===== config.mk =====
export PLATFORM = sky130hd
export DESIGN_NAME = seven_seg_scanner
export DESIGN_NICKNAME = d
export VERILOG_FILES = /design/src/rtl/seven_seg_scanner.sv
export SDC_FILE = /design/constraint.sdc
export NUM_CORES = 1
export LEC_CHECK = 0
export CAP_MARGIN = 20
export CORE_MARGIN = 2
export CORE_UTILIZATION = 37
export DETAILED_ROUTE_END_ITERATION = 8
export SYNTH_ARGS = -nofsm -noshare
export SYNTH_HDL_FRONTEND = slang
export SYNTH_SLANG_ARGS = --single-unit

===== constraint.sdc =====
create_clock -name clk -period 4.9 [get_ports clk]
set_input_delay 0.98 -clock clk [delete_from_list [all_inputs] [get_ports clk]]
set_output_delay 0.98 -clock clk [all_outputs]
set_load 0.1 [all_outputs]

===== src/rtl/seven_seg_scanner.sv =====
// Four-digit common-anode scanner: latches BCD codes once per frame, decodes them to
// active-low segments and multiplexes the anodes with a per-slot guard and optional blink.
module seven_seg_scanner #(
  parameter int SCAN_CYCLES  = 100000,
  parameter int GUARD_CYCLES = 2,
  parameter int BLINK_FRAMES = 64
) (
  input  logic       clk,
  input  logic       rst,
  input  logic [3:0] BCD0,
  input  logic [3:0] BCD1,
  input  logic [3:0] BCD2,
  input  logic [3:0] BCD3,
  input  logic       blink,
  output logic [3:0] DIGIT,
  output logic [6:0] DISPLAY
);

  localparam int CW = (SCAN_CYCLES > 2) ? $clog2(SCAN_CYCLES) : 1;
  localparam int FW = (BLINK_FRAMES > 2) ? $clog2(BLINK_FRAMES) : 1;
  localparam logic [CW-1:0] CNT_LAST   = CW'(SCAN_CYCLES - 1);
  localparam logic [CW-1:0] CNT_GUARD  = CW'(GUARD_CYCLES);
  localparam logic [FW-1:0] FRAME_LAST = FW'(BLINK_FRAMES - 1);
  localparam logic [3:0]    CODE_BLANK = 4'd10;

  logic [CW-1:0] cnt;
  logic [1:0]    idx;
  logic [FW-1:0] frame_cnt;
  logic          phase;
  logic [3:0]    shadow [4];

  logic          slot_end;
  logic          frame_end;
  logic          latch_en;
  logic          dark;
  logic [3:0]    digit_nxt;
  logic [6:0]    display_nxt;

  function automatic logic [6:0] seg_decode(input logic [3:0] code);
    logic [6:0] seg;
    case (code)
      4'd0:    seg = 7'b1000000;
      4'd1:    seg = 7'b1111001;
      4'd2:    seg = 7'b0100100;
      4'd3:    seg = 7'b0110000;
      4'd4:    seg = 7'b0011001;
      4'd5:    seg = 7'b0010010;
      4'd6:    seg = 7'b0000010;
      4'd7:    seg = 7'b1111000;
      4'd8:    seg = 7'b0000000;
      4'd9:    seg = 7'b0010000;
      4'd11:   seg = 7'b0111111;
      default: seg = 7'b1111111;
    endcase
    return seg;
  endfunction

  always_comb begin
    slot_end    = (cnt == CNT_LAST);
    frame_end   = slot_end && (idx == 2'd3);
    latch_en    = (cnt == '0) && (idx == 2'd0);
    dark        = (cnt < CNT_GUARD) || (blink && phase);
    digit_nxt   = 4'b1111;
    display_nxt = 7'b1111111;
    if (!dark) begin
      digit_nxt   = ~(4'b0001 << idx);
      display_nxt = seg_decode(shadow[idx]);
    end
  end

  // Outputs are registered from the current cycle's state, giving the one-cycle lag.
  always_ff @(posedge clk) begin
    if (rst) begin
      cnt       <= '0;
      idx       <= 2'd0;
      frame_cnt <= '0;
      phase     <= 1'b0;
      for (int i = 0; i < 4; i++) shadow[i] <= CODE_BLANK;
      DIGIT     <= 4'b1111;
      DISPLAY   <= 7'b1111111;
    end else begin
      cnt <= slot_end ? '0 : cnt + 1'b1;
      if (slot_end) idx <= idx + 2'd1;
      if (frame_end) begin
        if (frame_cnt == FRAME_LAST) begin
          frame_cnt <= '0;
          phase     <= ~phase;
        end else begin
          frame_cnt <= frame_cnt + 1'b1;
        end
      end
      if (latch_en) begin
        shadow[0] <= BCD0;
        shadow[1] <= BCD1;
        shadow[2] <= BCD2;
        shadow[3] <= BCD3;
      end
      DIGIT   <= digit_nxt;
      DISPLAY <= display_nxt;
    end
  end

endmodule


Yosys cells after proc, flatten, opt, wreduce, memory -nomap -nowiden --
Memories as Yosys holds them, arrays and structs flattened. A register that Yosys moved wholly into a read port is not among the register bits. Index checks and enable logic that the tools add are counted.
Operators by class: reduce and logical (&&, ||, !) cells 9, bitwise operators 6, muxes and demuxes 12, order comparisons 1, $add $sub $neg 3, shift operators 1, equality and inequality tests 3
Operators by type and width (count):
- 17-bit by 1-bit adder with 17-bit output (second input constant) | 1
- 17-bit equality test (second input constant) | 1
- 17-bit zero test | 1
- 17-bit by 2-bit less-than comparator with 1-bit output (second input constant) | 1
- 4-bit two-way mux | 4
- 6-bit by 1-bit adder with 6-bit output (second input constant) | 1
- 6-bit equality test (second input constant) | 1
- 6-bit two-way mux | 1
- 1-bit two-way mux | 5
- 2-bit two-way mux | 2
- 4-bit NOT | 1
- 1-bit bitwise OR | 4
- 2-bit OR reduction | 2
- 1-bit by 2-bit left shift with 4-bit output (first input constant) | 1
- 1-bit logical AND | 3
- 2-bit by 1-bit adder with 2-bit output (second input constant) | 1
- 2-bit equality test (second input constant) | 1
- 2-bit zero test | 1
- 2-bit AND reduction | 1
- 1-bit logical OR | 1
- 1-bit NOT | 1
Word-level totals: memory bits (read-only) 112, memories kept 2, output and inout port bits 11, memory bits (writable) 16, word-level logic and storage cells 42, flip-flop bits (word level) 30
Memories:
- (name not given) | words 16, bits a word 7, read ports 1, clocked after Yosys merged registers in 1, wr ports 0, line 41 | case (code)
- shadow | words 4, bits a word 4, read ports 1, clocked after Yosys merged registers in 1, wr ports 4, line 30 | logic [3:0] shadow [4];

Longest topological paths before layout --
depth in word-level cells 6, depth in mapped cells 8, mapped depth without buffers 7

Least setup slack after synthesis --
OpenSTA, ideal clock, no wires.
path type register to register, start point register cnt[11], end point memory shadow[0][0] (enable), path slack 1949 ps, buffers on the path 0, arrival 2537 ps, stages on the path, launching flop included 4, setup time 414 ps, cell sequence dfxtp_1 -> or4_4 -> or2_2 -> o31ai_1
RTL lines:
- from (decl) | line 26 | logic [CW-1:0] cnt;
- from (signal assigned) | line 82 | cnt <= slot_end ? '0 : cnt + 1'b1;
- to (decl) | line 30

Worst setup path in the final report --
start point register DIGIT[1], end point output port DIGIT[1]
RTL lines:
- from (decl) | line 15 | output logic [3:0] DIGIT,
- from (signal assigned) | line 98 | DIGIT <= digit_nxt;
No word-level cell between the ends.

==> impl_metrics.env <==
export IMPL_cp_cell_sequence="clkdlybuf4s50_1"
export IMPL_seq_area_frac_synth_pct=49.7
export IMPL_p_switching_w=0.000212
export IMPL_ys_ff_latch=55
export IMPL_die_w_um=86.9
export IMPL_maxSlewViolCount=0
export IMPL_place_gp_congestion=0.761
export IMPL_antenna_found_initial=0
export IMPL_skew_ns=0.00830
export IMPL_synth_most_common_cell="dfxtp_1"
export IMPL_grt_overflow=0
export IMPL_htreeDepth=2
export IMPL_drtIter0Drc=76
export IMPL_status="completed"
export IMPL_synthDistinctLibCells=40
export IMPL_setup_worst_path_start="DIGIT[1]"
export IMPL_reg2reg_depth=4
export IMPL_avgViaCountPerCell=4.98
export IMPL_max_clock_freq_ghz=0.367
export IMPL_clk_pin_slew_ns=0.10
export IMPL_netlist_area_mm2=0.00254
export IMPL_synthMuxAreaShare_pct=5.22
export IMPL_layout_drive_gt1_share_pct=8.36
export IMPL_nNetsFinal=306
export IMPL_path_max_fanout=1
export IMPL_critPathMaxStageDelay_ns=1.12
export IMPL_reg2reg_slack_ns=2.44
export IMPL_cts_max_path_buffers=2
export IMPL_r2r_start="cnt[11]"
export IMPL_cp_num_buf_inv=1
export IMPL_finalSetupViolCount=0
export IMPL_reg2reg_to="shadow[1][1]"
export IMPL_postSynthCellCount=247
export IMPL_endpoint_kind="output port"
export IMPL_dp_hpwl_um=3230
export IMPL_critical_path_endpoint="DIGIT[1]"
export IMPL_ir_drop_v=0.000150
export IMPL_drt_pass1_iter_count=4
export IMPL_tightest_slew_ns=0.961
export IMPL_cts_resized=0
export IMPL_path_class="reg -> out"
export IMPL_post_cts_setup_buffer_count=0
export IMPL_p_int_w=0.000712
export IMPL_synth_edf_count=16
export IMPL_power_density_mw_per_mm2=305
export IMPL_synth_area_leader_cell="dfxtp_1"
export IMPL_synth_top_area_share_pct=30.7
export IMPL_start_util_pct=37.8
export IMPL_cts_tree="built"
export IMPL_coreArea_mm2=0.00672
export IMPL_synth_xor_area_share_pct=4.48
export IMPL_routed_wl_um=4600
export IMPL_die_h_um=86.9
export IMPL_p_seq_share_pct=53.6
export IMPL_startpoint_type="register"
export IMPL_synth_compound_area_share_pct=8.42
export IMPL_synth_common_cells="39 x dfxtp_1, 23 x nor2_1, 16 x edfxtp_1, 16 x nand2_1, 14 x a21oi_1"
export IMPL_fin_crit_ns=2.72
export IMPL_p_sw_share_pct=22.9
export IMPL_clk_latency_ns=0.30
export IMPL_dieArea_mm2=0.00754
export IMPL_period_share_pct=55.6
export IMPL_synth_nets=279
export IMPL_synth_simple_area_share_pct=22.4
export IMPL_utilization_pct=45.0
export IMPL_ys_flop_type="dfxtp_1"
export IMPL_slew_headroom_pct=35.7
export IMPL_grt_max_degree=18
export IMPL_ys_async_sr_fraction_pct=0
export IMPL_syn2layout_area_growth_pct=19.1
export IMPL_track_usage_pct=13.4
export IMPL_ios=30
export IMPL_rows=30
export IMPL_worst_path_stages=1
export IMPL_crit_family="buffers and inverters"
export IMPL_cts_sinks=55
export IMPL_yosysWarnings=0
export IMPL_crit_arrival_ns=1.74
export IMPL_wl_per_cell_um=12.9
export IMPL_rsz0062_at_grt="false"
export IMPL_max_cap_viol_count=0
export IMPL_cts_hold_buf=0
export IMPL_hold_viol_final=0
export IMPL_n_antenna_cell=0
export IMPL_cts_buffers=5
export IMPL_synth_fa_ha_area_share_pct=6.40
export IMPL_cts_root_buf="clkbuf_8"
export IMPL_pwr_share_comb_pct=10.9
export IMPL_crit_required_ns=3.92
export IMPL_synth_area_top_cells="dfxtp_1 31%, edfxtp_1 19%, ha_1 6.4%"
export IMPL_drc=0
export IMPL_hold_path_class="reg -> reg"
export IMPL_grt_pass1_vias=1714
export IMPL_p_leak_nw=1.09
export IMPL_grt_pass1_wl_um=7980
export IMPL_setup_tns_ns=0
export IMPL_io_buffers=29
export IMPL_synth_top_family_by_area="simple AND/OR/NAND/NOR gates"
export IMPL_ant_nets=0
export IMPL_min_from="frame_cnt[5]"
export IMPL_vias=1768
export IMPL_pwr_share_clk_pct=35.6
export IMPL_cpMaxStageDelayCell="clkdlybuf4s50_1"
export IMPL_synth_area_per_cell_um2=10.3
## placed cells by master, fill, tap and decap left out, types with 9 or more instances in the layout
cell             count
o21ai_0             10
ha_1                13
nand2_1             16
nand2b_1             9
dfxtp_1             39
inv_1               11
nand4_1             10
xor2_1              12
and2_1              11
clkdlybuf4s50_1     29
edfxtp_1            16
nor2_1              23
a21oi_1             14
## stage by stage
step | worst slack [ns] | hold slack, ns | power [W] | instances | instance area, um2
after global routing | 2.09 | 0.519 | 0.000966 | 355 | 3020
after CTS | 2.16 | 0.491 | 0.000934 | 355 | 3020
final | 2.18 | 0.489 | 0.000924 | 355 | 3020
after global placement | 1.89 | 0.455 | 0.000605 | 347 | 2900
after floorplan | 1.95 | 0.438 | 0.000573 | 247 | 2540
after detailed placement | 1.88 | 0.470 | 0.000607 | 347 | 2900
## kinds of logic (layout without fill, tap and decap cells)
logic type | count (synthesis) | count (layout)
fa+ha+maj | 13 | 13
xor+xnor | 13 | 13
buf+inv | 21 | 49
simple gates | 101 | 101
flops | 55 | 55
compound gates | 36 | 36
mux | 8 | 8
## worst min-delay path by stage
stage	endpoint	slack, ns	cells past startpoint
floorplan	cnt[0]	0.44	1
global placement	cnt[0]	0.45	1
detailed placement	cnt[0]	0.47	1
CTS	cnt[0]	0.49	1
global route	frame_cnt[1]	0.52	2
finish	frame_cnt[5]	0.49	2
## registers in the layout, indices dropped and copies added (netlist names), named ones only
name	count
phase	1
frame_cnt	6
idx	2
DISPLAY	7
DIGIT	4
cnt	17
shadow	16
## power by group through the flow
stage | Sequential, W | Clock [W] | Combinational [W]
4_1_cts | 0.000495 | 0.000338 | 0.000102
2_1_floorplan | 0.000525 | 0 | 0.0000480
5_1_grt | 0.000496 | 0.000359 | 0.000111
3_5_place_dp | 0.000506 | 0 | 0.000101
3_3_place_gp | 0.000505 | 0 | 0.000100
6_report | 0.000495 | 0.000329 | 0.000100
## routing by layer
layer	GRT usage (%)	up-vias	wire length, um
li1	-	925	-
met1	17.3	819	2230
met2	21.9	19	2200
met3	2.84	5	98
met4	5.11	0	60
met5	0	-	0
## area by class of cell
cell class                 count  area (um2)
clock buffer                   7        97.6
inverter                      11        41.3
clock inverter                 1        30.0
timing repair buffer          30         298
fill                         652        3690
sequential                    55        1260
multi-input combinational    171        1200
tap                           80         100
Note: power is estimated with default switching activity, not from simulation.
